==> config.mk <==
export PLATFORM = sky130hd
export DESIGN_NAME = yarp_mem_arbiter
export DESIGN_NICKNAME = d
export VERILOG_FILES = /design/src/rtl/yarp_pkg.sv /design/src/rtl/yarp_arb_sel.sv /design/src/rtl/yarp_mem_arbiter.sv
export SDC_FILE = /design/constraint.sdc
export NUM_CORES = 1
export LEC_CHECK = 0
export BUFFER_PORTS_ARGS = -buffer_cell sky130_fd_sc_hd__buf_4
export CAP_MARGIN = 20
export CORE_AREA = 2 2 111 113
export CTS_BUF_LIST = sky130_fd_sc_hd__clkbuf_4
export DETAILED_ROUTE_END_ITERATION = 6
export DIE_AREA = 0 0 113 115
export PLACE_DENSITY = 0.45
export SYNTH_ARGS = -nofsm -noshare
export SYNTH_HDL_FRONTEND = slang
export SYNTH_HIERARCHICAL = 1
export SYNTH_SLANG_ARGS = --single-unit
==> constraint.sdc <==
create_clock -name clk -period 3.5 [get_ports clk]
set_input_delay 0.525 -clock clk [delete_from_list [all_inputs] [get_ports clk]]
set_output_delay 0.525 -clock clk [all_outputs]
set_load 0.1 [all_outputs]
==> src/rtl/yarp_pkg.sv <==
// Shared types for the yarp memory arbiter.
//   arb_state_e : arbiter FSM state (IDLE = nothing outstanding, WAIT = one
//                 transaction outstanding)
//   arb_owner_e : which requester owns the outstanding transaction
//   FETCH_BE    : byte enables driven for instruction fetches
//   STARVE_W    : width of the fetch starvation counter
package yarp_pkg;

  typedef enum logic {ARB_IDLE, ARB_WAIT} arb_state_e;

  typedef enum logic [1:0] {OWN_NONE, OWN_INSTR, OWN_DATA} arb_owner_e;

  localparam logic [3:0] FETCH_BE = 4'hF;
  localparam int         STARVE_W = 4;

endpackage

==> src/rtl/yarp_arb_sel.sv <==
// Combinational winner selection for the memory arbiter.
//   imem_req_i   : fetch request pending
//   dmem_req_i   : data request pending
//   starve_hit_i : starvation counter has reached its limit
//   winner_o     : requester that would be granted this cycle (OWN_NONE if none)
// Data normally wins; a starved fetch overrides data.
module yarp_arb_sel
  import yarp_pkg::*;
(
  input  logic       imem_req_i,
  input  logic       dmem_req_i,
  input  logic       starve_hit_i,
  output arb_owner_e winner_o
);

  always_comb begin
    winner_o = OWN_NONE;
    if (starve_hit_i && imem_req_i) begin
      winner_o = OWN_INSTR;
    end else if (dmem_req_i) begin
      winner_o = OWN_DATA;
    end else if (imem_req_i) begin
      winner_o = OWN_INSTR;
    end
  end

endmodule

==> src/rtl/yarp_mem_arbiter.sv <==
// Shares one single-port memory between instruction fetch and load/store.
// At most one transaction is outstanding; the response is routed back to the
// requester that was granted. Grant and response paths are combinational.
//
// Handshake: a requester raises *_req_i with a stable payload and holds it
// until the cycle in which *_gnt_o is high; that cycle transfers the request.
// The memory side accepts mem_req_o in any cycle where mem_gnt_i is high, and
// answers with a single mem_rvalid_i pulse one or more cycles later.
//
// Ports:
//   clk, reset            : clock, asynchronous active-low reset
//   imem_*                : fetch request / grant / response
//   dmem_*                : load-store request / grant / response
//   mem_*                 : memory-side request / grant / response
//   mem_err_o             : sticky, response seen with nothing outstanding
//   dbg_state_o/owner_o/starve_o : internal FSM state, owner, starve counter
module yarp_mem_arbiter
  import yarp_pkg::*;
#(
  parameter int unsigned DATA_BURST_MAX = 4
) (
  input  logic                clk,
  input  logic                reset,
  input  logic                imem_req_i,
  input  logic [31:0]         imem_addr_i,
  output logic                imem_gnt_o,
  output logic                imem_rvalid_o,
  output logic [31:0]         imem_rdata_o,
  input  logic                dmem_req_i,
  input  logic [31:0]         dmem_addr_i,
  input  logic                dmem_we_i,
  input  logic [3:0]          dmem_be_i,
  input  logic [31:0]         dmem_wdata_i,
  output logic                dmem_gnt_o,
  output logic                dmem_rvalid_o,
  output logic [31:0]         dmem_rdata_o,
  output logic                mem_req_o,
  output logic [31:0]         mem_addr_o,
  output logic                mem_we_o,
  output logic [3:0]          mem_be_o,
  output logic [31:0]         mem_wdata_o,
  input  logic                mem_gnt_i,
  input  logic                mem_rvalid_i,
  input  logic [31:0]         mem_rdata_i,
  output logic                mem_err_o,
  output arb_state_e          dbg_state_o,
  output arb_owner_e          dbg_owner_o,
  output logic [STARVE_W-1:0] dbg_starve_o
);

  localparam logic [STARVE_W-1:0] BURST_MAX = STARVE_W'(DATA_BURST_MAX);

  arb_state_e          state_q, state_d;
  arb_owner_e          owner_q, owner_d;
  logic [STARVE_W-1:0] starve_q, starve_d;
  logic                err_q, err_d;

  arb_owner_e sel_winner;
  arb_owner_e winner;
  logic       idle;
  logic       accept;

  assign idle = (state_q == ARB_IDLE);

  yarp_arb_sel u_sel (
    .imem_req_i   (imem_req_i),
    .dmem_req_i   (dmem_req_i),
    .starve_hit_i (starve_q == BURST_MAX),
    .winner_o     (sel_winner)
  );

  // No winner exists while a transaction is outstanding.
  assign winner = idle ? sel_winner : OWN_NONE;

  assign mem_req_o = idle && (imem_req_i || dmem_req_i);
  assign accept    = mem_req_o && mem_gnt_i;

  always_comb begin
    mem_addr_o  = '0;
    mem_we_o    = 1'b0;
    mem_be_o    = '0;
    mem_wdata_o = '0;
    case (winner)
      OWN_DATA: begin
        mem_addr_o  = dmem_addr_i;
        mem_we_o    = dmem_we_i;
        mem_be_o    = dmem_be_i;
        mem_wdata_o = dmem_wdata_i;
      end
      OWN_INSTR: begin
        mem_addr_o = imem_addr_i;
        mem_be_o   = FETCH_BE;
      end
      default: ;
    endcase
  end

  assign imem_gnt_o    = accept && (winner == OWN_INSTR);
  assign dmem_gnt_o    = accept && (winner == OWN_DATA);
  assign imem_rvalid_o = !idle && mem_rvalid_i && (owner_q == OWN_INSTR);
  assign dmem_rvalid_o = !idle && mem_rvalid_i && (owner_q == OWN_DATA);
  assign imem_rdata_o  = imem_rvalid_o ? mem_rdata_i : '0;
  assign dmem_rdata_o  = dmem_rvalid_o ? mem_rdata_i : '0;

  always_comb begin
    state_d  = state_q;
    owner_d  = owner_q;
    starve_d = starve_q;
    err_d    = err_q;
    case (state_q)
      ARB_IDLE: begin
        // A response with nothing outstanding is a protocol error.
        if (mem_rvalid_i) err_d = 1'b1;
        if (accept) begin
          state_d = ARB_WAIT;
          owner_d = winner;
          if (winner == OWN_DATA) begin
            // Count data grants that overtook a waiting fetch.
            if (!imem_req_i)                starve_d = '0;
            else if (starve_q < BURST_MAX)  starve_d = starve_q + 1'b1;
          end else begin
            starve_d = '0;
          end
        end
      end
      ARB_WAIT: begin
        if (mem_rvalid_i) begin
          state_d = ARB_IDLE;
          owner_d = OWN_NONE;
        end
      end
      default: begin
        state_d = ARB_IDLE;
        owner_d = OWN_NONE;
      end
    endcase
  end

  always_ff @(posedge clk or negedge reset) begin
    if (!reset) begin
      state_q  <= ARB_IDLE;
      owner_q  <= OWN_NONE;
      starve_q <= '0;
      err_q    <= 1'b0;
    end else begin
      state_q  <= state_d;
      owner_q  <= owner_d;
      starve_q <= starve_d;
      err_q    <= err_d;
    end
  end

  assign mem_err_o    = err_q;
  assign dbg_state_o  = state_q;
  assign dbg_owner_o  = owner_q;
  assign dbg_starve_o = starve_q;

endmodule
# Word-level counts from Yosys, hierarchy flattened
# Cells that the tools add are included.
dict set report totals {
  regBits 8
  input_bits 139
  output_inout_bits 146
  wordCells 46
}
dict set report classes {
  n_addsub 1
  n_lt_le_gt_ge 1
  n_eq_ne 8
  n_mux 19
  bitwise 1
  n_reduce_logical 12
}
# operator n
set op_table {}
lappend op_table {{2-to-1 mux 32 bit} 3}
lappend op_table {{case mux 32 bit (2 select lines)} 1}
lappend op_table {{2-to-1 mux 4 bit} 3}
lappend op_table {{2-to-1 mux 2 bit} 5}
lappend op_table {{logical AND 1 bit} 8}
lappend op_table {{case mux 4 bit (2 select lines)} 1}
lappend op_table {{adder 4 x 1 -> 4 bit, second input constant} 1}
lappend op_table {{== test 2 x 1 -> 1 bit, second input constant} 2}
lappend op_table {{== test 2 bit, second input constant} 2}
lappend op_table {{== test 4 x 3 -> 1 bit, second input constant} 1}
lappend op_table {{< comparator 4 x 3 -> 1 bit, second input constant} 1}
lappend op_table {{2-to-1 mux 1 bit} 4}
lappend op_table {{case mux 2 bit (2 select lines)} 1}
lappend op_table {{AND reduction 2 bit} 2}
lappend op_table {{!= test 3 x 2 -> 1 bit, second input constant} 1}
lappend op_table {{AND reduction 3 bit} 1}
lappend op_table {{!= test 2 x 1 -> 1 bit, second input constant} 1}
lappend op_table {{!= test 2 bit, second input constant} 1}
lappend op_table {{case mux 1 bit (2 select lines)} 1}
lappend op_table {{logical OR 1 bit} 1}
lappend op_table {{NOT 1 bit} 1}

# Depth between registers and ports, before layout
# Gate-level depths: netlist of the first run.
dict set report logic_depth {
  depth_word 7
  ltp_mapped 13
  mapped_depth_nobuf 12
}

# Hierarchy
# The synthesis of the first run kept the hierarchy.
# module instances cells_each area_per_inst_um2 seq_area_each_um2
set by_module_without_submodules {}
lappend by_module_without_submodules {yarp_mem_arbiter 1 238 1584.0 200.2}
lappend by_module_without_submodules {yarp_arb_sel 1 3 18.8 0.0}

# Least setup slack after synthesis of the first run
# Ideal clock, no wire load.
dict set report synth_path {
  path_kind {register -> output}
  from {reg starve_q[0], in the netlist dbg_starve_o[0]}
  to {out mem_addr_o[0]}
  t_arrival_ns 3.807
  required_time_ns 2.975
  setup_slack_ns -0.832
  stages_incl_launch_ff 12
  path_buffers 2
  cell_sequence {dfrtp_1 > inv_1 > ha_1 > and3_1 > a21boi_1 > nand2b_1 > inv_1 > ha_1 > clkbuf_1 > clkbuf_1 > a22oi_1 > nor2_1}
}
dict set report synth_between {
  elab_chain_cells 6
  word_cells_on_any_way 7
  classes_between {eq/ne (3); mux (3); reduce/logical (1)}
}
# item line_no
set synth_rtl {}
lappend synth_rtl {{start: declaration} yarp_mem_arbiter.sv:55} ;# logic [STARVE_W-1:0] starve_q, starve_d;
lappend synth_rtl {{start signal: assignment} yarp_mem_arbiter.sv:148} ;# starve_q <= starve_d;
lappend synth_rtl {{== test 4 x 3 -> 1 bit *} yarp_mem_arbiter.sv:68} ;# .starve_hit_i (starve_q == BURST_MAX),
lappend synth_rtl {{logical AND 1 bit *} yarp_arb_sel.sv:18} ;# if (starve_hit_i && imem_req_i) begin
lappend synth_rtl {{2-to-1 mux 2 bit *} yarp_arb_sel.sv:18}
lappend synth_rtl {{via sel_winner[1]} yarp_mem_arbiter.sv:58} ;# arb_owner_e sel_winner;
lappend synth_rtl {{2-to-1 mux 2 bit *} yarp_mem_arbiter.sv:73} ;# assign winner = idle ? sel_winner : OWN_NONE;
lappend synth_rtl {{== test 2 x 1 -> 1 bit or == test 2 bit (tied branches)} yarp_mem_arbiter.sv:83} ;# case (winner)
lappend synth_rtl {{case mux 32 bit (2 select lines) *} yarp_mem_arbiter.sv:83}
lappend synth_rtl {{end: declaration} yarp_mem_arbiter.sv:38} ;# output logic [31:0] mem_addr_o,
# Mark *: on every way through the listed nets, which the timed path passes. The rest lies on a longest branch.

# Worst setup path after layout of the first run
dict set report layout_path {
  from {reg starve_q[0], in the netlist dbg_starve_o[0]}
  to {out mem_addr_o[9]}
}
# The elaborated chain is that of the path after synthesis.

==> results of run 1 <==
## layer usage
layer / wire, µm / part of all wire
met3: 970 / 0.11
met4: 42 / 0.0048
met1: 2950 / 0.34
met2: 4800 / 0.55
met5: 0 / 0
## sequential cells by signal, summed over array words and instances, names as in the netlist
register	cells
dbg_starve_o	4
dbg_owner_o	2
dbg_state_o	1
mem_err_o	1
## cells by family after synthesis
kind of cell	Yosys count	share of synthesized area
buffers and inverters	32	0.0866
flip-flops	8	0.125
adder cells (fa/ha/maj)	4	0.0312
AO/OA/AOI/OAI	48	0.223
AND/OR/NAND/NOR	147	0.521
multiplexers	2	0.0125
## power by group
| part | switching (mW) | internal (mW) |
|---|---|---|
| Clock | 0.0330 | 0.0514 |
| Combinational | 0.848 | 0.298 |
| Sequential | 0.0115 | 0.101 |
| Total | 0.892 | 0.450 |
## Yosys cell counts, types with 2 or more instances
cell type / instances / area [µm²]
a21oi_1: 6 / 30.0
and2_1: 98 / 613
nand2_1: 3 / 11.3
nor2_1: 37 / 139
and3_1: 3 / 18.8
clkbuf_1: 11 / 41.3
dfrtp_1: 8 / 200
a21boi_1: 2 / 15.0
inv_1: 9 / 33.8
buf_2: 6 / 30.0
ha_1: 4 / 50.1
mux2i_1: 2 / 20.0
buf_1: 4 / 15.0
a22oi_1: 32 / 240
## final cells by class
type                            instances  area (µm²)
Fill cell                            1275        7740
Timing Repair Buffer                  290        2200
Multi-Input combinational cell        201        1410
Sequential cell                         8         205
Tap cell                              147         184
Inverter                                9        33.8
Clock buffer                            4        30.0
Antenna cell                            1        2.50
## final timing paths
| check | from | end | slack [ps] |
|---|---|---|---|
| hold reg to reg | mem_err_o | mem_err_o | 490 |
| max in group asynchronous | reset | mem_err_o | 3290 |
| hold / removal | reset | dbg_starve_o[1] | 70 |
| setup / recovery | dbg_starve_o[0] | mem_addr_o[9] | 330 |
| setup reg to reg | dbg_starve_o[0] | dbg_starve_o[1] | 1290 |
| min in group clk | mem_err_o | mem_err_o | 490 |
## worst max-delay path: cells and delay by family (launching register included)
family	cells	cell delay, ps
and+or+nand+nor	3	410
AOI/OAI and AO/OA	2	220
adders and majority gates	2	600
buffers and inverters	5	760
DFF	1	410
## placed cells by master, fill, tap and decap left out
master and instances:
dfrtp_1 4, nor2_2 26, nand2_1 3, nand3_1 1
mux2i_1 2, a31oi_1 1, nor2_4 10, inv_1 9
a41oi_1 1, buf_12 2, nand2b_1 1, a21boi_1 2
a22oi_1 32, ha_1 2, a21oi_1 6, diode_2 1
a31o_1 1, buf_4 288, dfrtp_2 4, a32o_1 1
and2_1 98, clkbuf_4 4, nor3_1 1, o21bai_1 1
a21o_1 1, o211ai_1 1, ha_2 2, nand2_2 1
nor2_1 1, nor3b_4 1, and3_1 3, nor3b_2 1
o21ba_4 1
==> flow_summary.json, run 1 <==
{
  "path_max_fanout": 19,
  "ir_drop_v": 0.000157,
  "area_delta_synth_final_pct": 154,
  "clkLatencyLatePin_ps": 260,
  "port_buffers": 284,
  "netlist_instances": 241,
  "synth_cell_types": 30,
  "cp_slowest_cell": "ha_2",
  "fmaxAchievable_ghz": 0.315,
  "worst_pin_slew_ps": 574,
  "holdBufCountCts": 0,
  "coreArea_um2": 11800,
  "crit_chain": "inv_1, ha_1, and3_1, inv_1, a21boi_1, inv_1, nor2_1, ha_2, buf_4, a22oi_1, nor2_2, buf_4",
  "powerDensity_nw_per_um2": 330,
  "finalCritPeriodShare": 0.906,
  "end_kind": "primary output",
  "placed_cell_area_um2": 4030,
  "drt_first_pass_iters": 7,
  "ctsResizeCount": 0,
  "hold_viol_final": 0,
  "dp_hpwl_mm": 7.62,
  "drive_gt1_frac": 0.664,
  "fin_tns_setup_ps": 0,
  "vias_per_cell": 4.04,
  "die-area_um2": 13000,
  "wl_mm": 8.75,
  "slew_violations": 0,
  "use_met1": 0.128,
  "antenna_found_initial": 1,
  "fp-row-count": 40,
  "finClkSkew_ps": 11.9,
  "ios": 285,
  "worstPathRequired_ps": 2970,
  "grt_start_max_net_pins": 61,
  "grt.total_usage": 0.120,
  "clock-sinks": 8,
  "tritoncts": "built",
  "dp.cells": 655,
  "ant_nets": 0,
  "cp-start-kind": "flip-flop",
  "status": "finished, violations left",
  "min_period_ps": 3170,
  "syn_avg_cell_area_um2": 6.65,
  "yosysWarningCount": 6,
  "wl_per_cell_um": 13.3,
  "worstSetupPathType": "reg -> out",
  "grt_pass1_wl_mm": 12.9,
  "cp_common_cell": "inv_1",
  "ys.flop_type": "dfrtp_1",
  "power.leakage_nw": 2.13,
  "postCtsSetupRepairBufs": 0,
  "finalWorstSetupSlack_ps": 328,
  "yosys_register_bits": 8,
  "preCtsSetupSlack_ps": 603,
  "fp.dieH_um": 115,
  "yosysSeqAreaShare": 0.125,
  "dr_total_vias": 2665,
  "htreeDepth": 1,
  "max_stage_delay_ps": 450,
  "cts_root_buffer": "clkbuf_4",
  "cp.arrival_ps": 2650,
  "drv_cap": 0,
  "final_core_util": 0.344,
  "met2_usage": 0.239,
  "drt_iter0_drc": 114,
  "start_util": 0.136,
  "holdWs_ps": 68.3,
  "rsz0062_at_grt": "no",
  "maxSlewHeadroom": 0.616,
  "die_w_um": 113,
  "failed_checks": "DRC",
  "cts_buffers": 3,
  "drc_errors": 19,
  "r2r_cells": 10,
  "overflow": 0,
  "finalSetupViolCount": 0,
  "nets": 656,
  "grt_busiest_layer": "met2",
  "fin_cells": 660,
  "clockBufferDepth": 2,
  "synth_edf_count": 0,
  "power_mw": 1.34,
  "finalInstanceArea_um2": 4070,
  "clk_pin_slew_worst_paths_ps": 60,
  "met3_usage": 0.0258,
  "syn-num-nets": 384,
  "gp_congestion": 0.802,
  "hp-class": "in -> async",
  "grt_pass1_vias": 2709,
  "async_flop_share": 1.00,
  "mappedNetlistArea_um2": 1600
}
(Power assumes the default switching activity.)
==> run 2: changes to the inputs <==
CORE_AREA = 2 2 109 111   (was 2 2 111 113)
DIE_AREA = 0 0 111 113   (was 0 0 113 115)
PLACE_DENSITY = 0.47   (was 0.45)
SYNTH_HIERARCHICAL = default   (was 1)
==> run 2 against run 1 <==
The flow now finishes without violations; fmax decreased by 1.2%; register-to-register slack got worse by 150 ps; count of clock-buffer cells in the layout decreased by 1; synthesized cell count decreased by 0.41%; combinational power about the same; first-iteration DRC count decreased by 0.88%.
==> flow_summary.json, run 2 <==
{
  "worstPathRequired_ps": 2970,
  "drive_gt1_frac": 0.675,
  "tritoncts": "built",
  "grt_pass1_vias": 2727,
  "cts_root_buffer": "clkbuf_4",
  "port_buffers": 284,
  "start_util": 0.146,
  "clock-sinks": 8,
  "status": "completed",
  "r2r_cells": 10,
  "drc_errors": 0,
  "coreArea_um2": 11300,
  "antennaDiodeCount": 0,
  "finClkSkew_ps": 2.83,
  "clkLatencyLatePin_ps": 250,
  "synthAdderAreaFrac": 0.0304,
  "mappedNetlistArea_um2": 1650,
  "syn-num-nets": 383,
  "clockBufferDepth": 2,
  "yosysSeqAreaShare": 0.122,
  "overflow": 0,
  "cp.arrival_ps": 2690,
  "drt_iter0_drc": 113,
  "async_flop_share": 1.00,
  "ios": 285,
  "dp_hpwl_mm": 8.87,
  "fin_tns_setup_ps": 0,
  "wl_mm": 10.4,
  "synthTopCellsByArea": "and2_1 37%, a22oi_1 15%, dfrtp_1 12%, nor2_1 8.2%, buf_6 4.8%",
  "post-synth-top-count-cell": "and2_1",
  "synth_xor_xnor_area_share": 0,
  "p_sw_mw": 0.917,
  "grt_start_max_net_pins": 38,
  "vias_per_cell": 4.19,
  "ant_nets": 0,
  "htreeDepth": 1,
  "drt_first_pass_iters": 4,
  "ctsResizeCount": 0,
  "finalSetupViolCount": 0,
  "maxSlewHeadroom": 0.509,
  "synth_top_area_frac": 0.369,
  "synth_edf_count": 0,
  "synth-compound-area-share": 0.212,
  "synthSimpleGateAreaFrac": 0.531,
  "worstSetupPathType": "reg -> out",
  "preCtsSetupSlack_ps": 557,
  "dr_total_vias": 2738,
  "worst_pin_slew_ps": 736,
  "hold_viol_final": 0,
  "die_w_um": 111,
  "end_kind": "primary output",
  "grt.total_usage": 0.150,
  "power.leakage_nw": 2.12,
  "postCtsSetupRepairBufs": 0,
  "nets": 655,
  "netlist_instances": 240,
  "grt_pass1_wl_mm": 15.2,
  "gp_congestion": 0.821,
  "r2r_end": "dbg_starve_o[1]",
  "area_delta_synth_final_pct": 146,
  "path_max_fanout": 37,
  "power_frac_seq": 0.083,
  "pwr-share-clk": 0.054,
  "powerDensity_nw_per_um2": 334,
  "power_frac_comb": 0.863,
  "wl_per_cell_um": 15.9,
  "fp-row-count": 39,
  "fmaxAchievable_ghz": 0.312,
  "holdWs_ps": 79.5,
  "switching_share": 0.679,
  "clk_pin_slew_worst_paths_ps": 60,
  "syn_avg_cell_area_um2": 6.86,
  "layout.cells.most_common": "buf_4",
  "yosysWarningCount": 0,
  "finalCritPeriodShare": 0.917,
  "placed_cell_area_um2": 4020,
  "rsz0062_at_grt": "no",
  "slew_violations": 0,
  "cp-start-kind": "flip-flop",
  "cts_buffers": 3,
  "regToRegSetupSlack_ps": 1140,
  "finalWorstSetupSlack_ps": 290,
  "finalInstanceArea_um2": 4040,
  "yosys_register_bits": 8,
  "synth_top_family_by_area": "simple AND/OR/NAND/NOR gates",
  "final_cell_mix": "289 x buf_4, 97 x and2_1, 32 x a22oi_1",
  "fp.dieH_um": 113,
  "die-area_um2": 12500,
  "ys.flop_type": "dfrtp_1",
  "holdBufCountCts": 0,
  "largest_reg_flops": 4,
  "min_period_ps": 3210,
  "intPower_mw": 0.434,
  "synth_top_area_cell": "and2_1",
  "antenna_found_initial": 1,
  "synth_cell_types": 28,
  "hp-class": "in -> async",
  "timing.rr.start": "dbg_starve_o[0]",
  "synthMuxAreaShare": 0.00608,
  "synthTopCellsByCount": "97 x and2_1, 36 x nor2_1, 32 x a22oi_1",
  "ir_drop_v": 0.000188,
  "drv_cap": 0
}
run 2: changes by cell type after synthesis, sizes merged, moves of 2 or more:
| cell | change |
|---|---|
| nand2 | +2 |
| buf | +2 |
| o21ai | +2 |
| clkbuf | -2 |
| inv | -4 |
| nand3 | +2 |
| a21boi | -2 |
run 2: through the flow:
stage / std cells / util / total power, mW
4_1_cts: 653 / 0.359 / 1.36
3_3_place_gp: 650 / 0.357 / 1.28
3_5_place_dp: 650 / 0.357 / 1.29
6_report: 653 / 0.359 / 1.35
5_1_grt: 653 / 0.359 / 1.40
2_1_floorplan: 240 / - / 0.977
run 2: cell families (layout without fill, tap and decap cells):
logic type / after synthesis / after routing
buffers and inverters: 28 / 298
AO/OA/AOI/OAI: 48 / 48
multiplexers: 1 / 1
flip-flops: 8 / 8
AND/OR/NAND/NOR: 151 / 151
adder cells (fa/ha/maj): 4 / 4
run 2: layout make-up:
type                            instances  area, µm²
Clock buffer                            3       22.5
Fill cell                            1188       7230
Inverter                                5       18.8
Multi-Input combinational cell        204       1430
Sequential cell                         8        205
Tap cell                              143        179
Timing Repair Buffer                  290       2190
run 2: worst max-delay path, cell delays in order (launching register included):
cell and delay, ps:
dfrtp_2 420, inv_1 100, ha_1 170, nand2_1 50, o21ai_0 270, and3_2 230
ha_2 150, buf_4 360, a22oi_1 220, nor2_4 130, buf_4 300
run 2: power by group through the flow:
stage | sequential, mW | clock (mW) | combinational, mW
floorplan | 0.173 | 0 | 0.804
global placement | 0.114 | 0 | 1.17
detailed placement | 0.114 | 0 | 1.17
CTS | 0.113 | 0.0734 | 1.18
global route | 0.114 | 0.0805 | 1.21
finish | 0.112 | 0.0735 | 1.17
run 2: worst max-delay path by stage:
stage	from	end	slack, ps
global placement	dbg_starve_o[0]	mem_addr_o[0]	650
global route	dbg_starve_o[0]	mem_addr_o[19]	100
CTS	dbg_starve_o[0]	mem_addr_o[1]	270
detailed placement	dbg_starve_o[0]	mem_addr_o[1]	560
floorplan	dbg_starve_o[0]	mem_addr_o[10]	-110
finish	dbg_starve_o[0]	mem_addr_o[1]	290
run 2: layer usage:
metal  up-vias  GRT usage  part of all wire
met5         -          0           0.00097
met4         2     0.0192            0.0090
met3         6     0.0386             0.097
met2       170      0.299              0.55
met1      1221      0.163              0.35
li1       1339          -                 -
==> run 3: changes to the inputs <==
CORE_AREA = 2 2 110 112   (was 2 2 109 111)
DIE_AREA = 0 0 112 114   (was 0 0 111 113)
PLACE_DENSITY = 0.46   (was 0.47)
clock period = 3 ns   (was 3.5 ns; I/O delays follow)
==> run 3 against run 2 <==
Setup slack got worse by 110 ps; global-route usage decreased by 2.1 points; critical path type unchanged; worst hold slack improved by 310 ps; sequential cell count unchanged.
==> flow_summary.json, run 3 (synthesis results as in run 2) <==
{
  "maxSlewHeadroom": 0.762,
  "fp-row-count": 40,
  "grt_pass1_vias": 2720,
  "finalInstanceArea_um2": 4550,
  "min_path_cells": 2,
  "pwr-share-clk": 0.060,
  "finClkSkew_ps": 3.79,
  "drive_gt1_frac": 0.731,
  "powerDensity_nw_per_um2": 378,
  "min_period_ps": 2820,
  "antenna_found_initial": 0,
  "max_stage_delay_ps": 480,
  "htreeDepth": 1,
  "start_util": 0.141,
  "area_delta_synth_final_pct": 176,
  "fmaxAchievable_ghz": 0.355,
  "fp.dieH_um": 114,
  "drv_cap": 0,
  "slew_violations": 0,
  "power.leakage_nw": 2.21,
  "placed_cell_area_um2": 4200,
  "end_kind": "primary output",
  "wl_mm": 9.54,
  "hp-class": "in -> reg",
  "nets": 661,
  "cp-start-kind": "flip-flop",
  "clk_pin_slew_worst_paths_ps": 70,
  "worstSetupPathType": "reg -> out",
  "grt_start_max_net_pins": 42,
  "fin_tns_setup_ps": 0,
  "antennaDiodeCount": 0,
  "path_max_fanout": 41,
  "power_frac_comb": 0.863,
  "holdWs_ps": 393,
  "coreArea_um2": 11700,
  "grt.total_usage": 0.130,
  "cp_slowest_cell": "dfrtp_4",
  "cp.arrival_ps": 2370,
  "layout.cells.most_common": "buf_4",
  "crit_chain": "inv_1, ha_1, nand2_1, o21ai_1, buf_4, nand3_1, ha_4, buf_12, a22oi_2, nor2_4, buf_6",
  "finalSetupViolCount": 0,
  "dp_hpwl_mm": 7.98,
  "cts_buffers": 3,
  "switching_share": 0.653,
  "ios": 285,
  "intPower_mw": 0.597,
  "dr_total_vias": 2769,
  "overflow": 0,
  "power_frac_seq": 0.077,
  "p_sw_mw": 1.12,
  "ant_nets": 0,
  "gp_congestion": 0.731,
  "drt_iter0_drc": 68,
  "port_buffers": 284,
  "ir_drop_v": 0.000194,
  "die_w_um": 112,
  "tritoncts": "built",
  "fin_cells": 664,
  "clock-sinks": 8,
  "worstPathRequired_ps": 2550,
  "final_cell_mix": "259 x buf_4, 97 x and2_1, 31 x nor2_4",
  "hold_viol_final": 0,
  "vias_per_cell": 4.17,
  "clockBufferDepth": 2,
  "fillers": 1221,
  "final_core_util": 0.388,
  "clkLatencyLatePin_ps": 260,
  "die-area_um2": 12800,
  "rsz0062_at_grt": "yes",
  "worst_pin_slew_ps": 357,
  "dp.cells": 656,
  "grt_pass1_wl_mm": 13.7,
  "largest_reg_flops": 4,
  "r2r_cells": 11,
  "status": "completed",
  "cts_root_buffer": "clkbuf_4",
  "drt_first_pass_iters": 4,
  "drc_errors": 0,
  "wl_per_cell_um": 14.4,
  "finalCritPeriodShare": 0.940
}
==> run 3: timing repair <==
| action | 4_1_cts | 5_1_grt |
|---|---|---|
| setup buffers | 0 | 2 |
| pin swaps | 0 | 2 |
| endpoints found under the hold margin | 0 | 8 |
| cloned | 0 | 1 |
| setup endpoints to repair | 3 | 64 |
| hold buffers | 0 | 1 |
| gates resized for setup | 0 | 59 |
==> run 3: area by class of cell <==
cell class                      count  area (µm²)  share of cell area
Clock buffer                        4        30.0             0.00660
Tap cell                          147         184              0.0405
Timing Repair Buffer              296        2420               0.532
Sequential cell                     8         211              0.0465
Inverter                            5        18.8             0.00413
Multi-Input combinational cell    204        1690               0.371
==> run 3: power groups by stage <==
stage | Combinational, mW | Sequential, mW | Clock (mW)
2_1_floorplan | 0.981 | 0.204 | 0
3_3_place_gp | 1.43 | 0.134 | 0
3_5_place_dp | 1.43 | 0.135 | 0
4_1_cts | 1.43 | 0.133 | 0.105
5_1_grt | 1.54 | 0.135 | 0.112
6_report | 1.49 | 0.132 | 0.104
==> run 3: final timing paths <==
| kind | startpoint | endpoint | slack [ps] |
|---|---|---|---|
| max | dbg_starve_o[0] | mem_addr_o[31] | 180 |
| min | mem_rvalid_i | dbg_state_o | 390 |
| max reg2reg | dbg_starve_o[0] | dbg_starve_o[1] | 800 |
| min reg2reg | mem_err_o | mem_err_o | 460 |
| max in group asynchronous | reset | dbg_state_o | 2310 |
| min in group asynchronous | reset | dbg_starve_o[0] | 540 |
==> run 3: layer usage <==
metal  global-route usage  wire length [µm]  vias to the layer above
li1                     -                 -                     1353
met1                0.145              3380                     1232
met2                0.253              5170                      176
met3               0.0287               882                        8
met4               0.0228                99                        0
met5                    0                 0                        -
==> run 3: critical path: cells and delay by family (launching register included) <==
family / cells / cell delay (ps)
buffers and inverters: 4 / 620
AND/OR/NAND/NOR: 3 / 220
AO/OA/AOI/OAI: 2 / 370
adder cells (fa/ha/maj): 2 / 410
flip-flops: 1 / 480
==> run 3: per-stage QoR <==
| stage | worst slack, ps | power, mW |
|---|---|---|
| after CTS | -2.93 | 1.67 |
| after detailed placement | 285 | 1.57 |
| final | 180 | 1.72 |
| after global routing | -11.6 | 1.79 |
| after global placement | 325 | 1.56 |
| after floorplan | -83.6 | 1.19 |
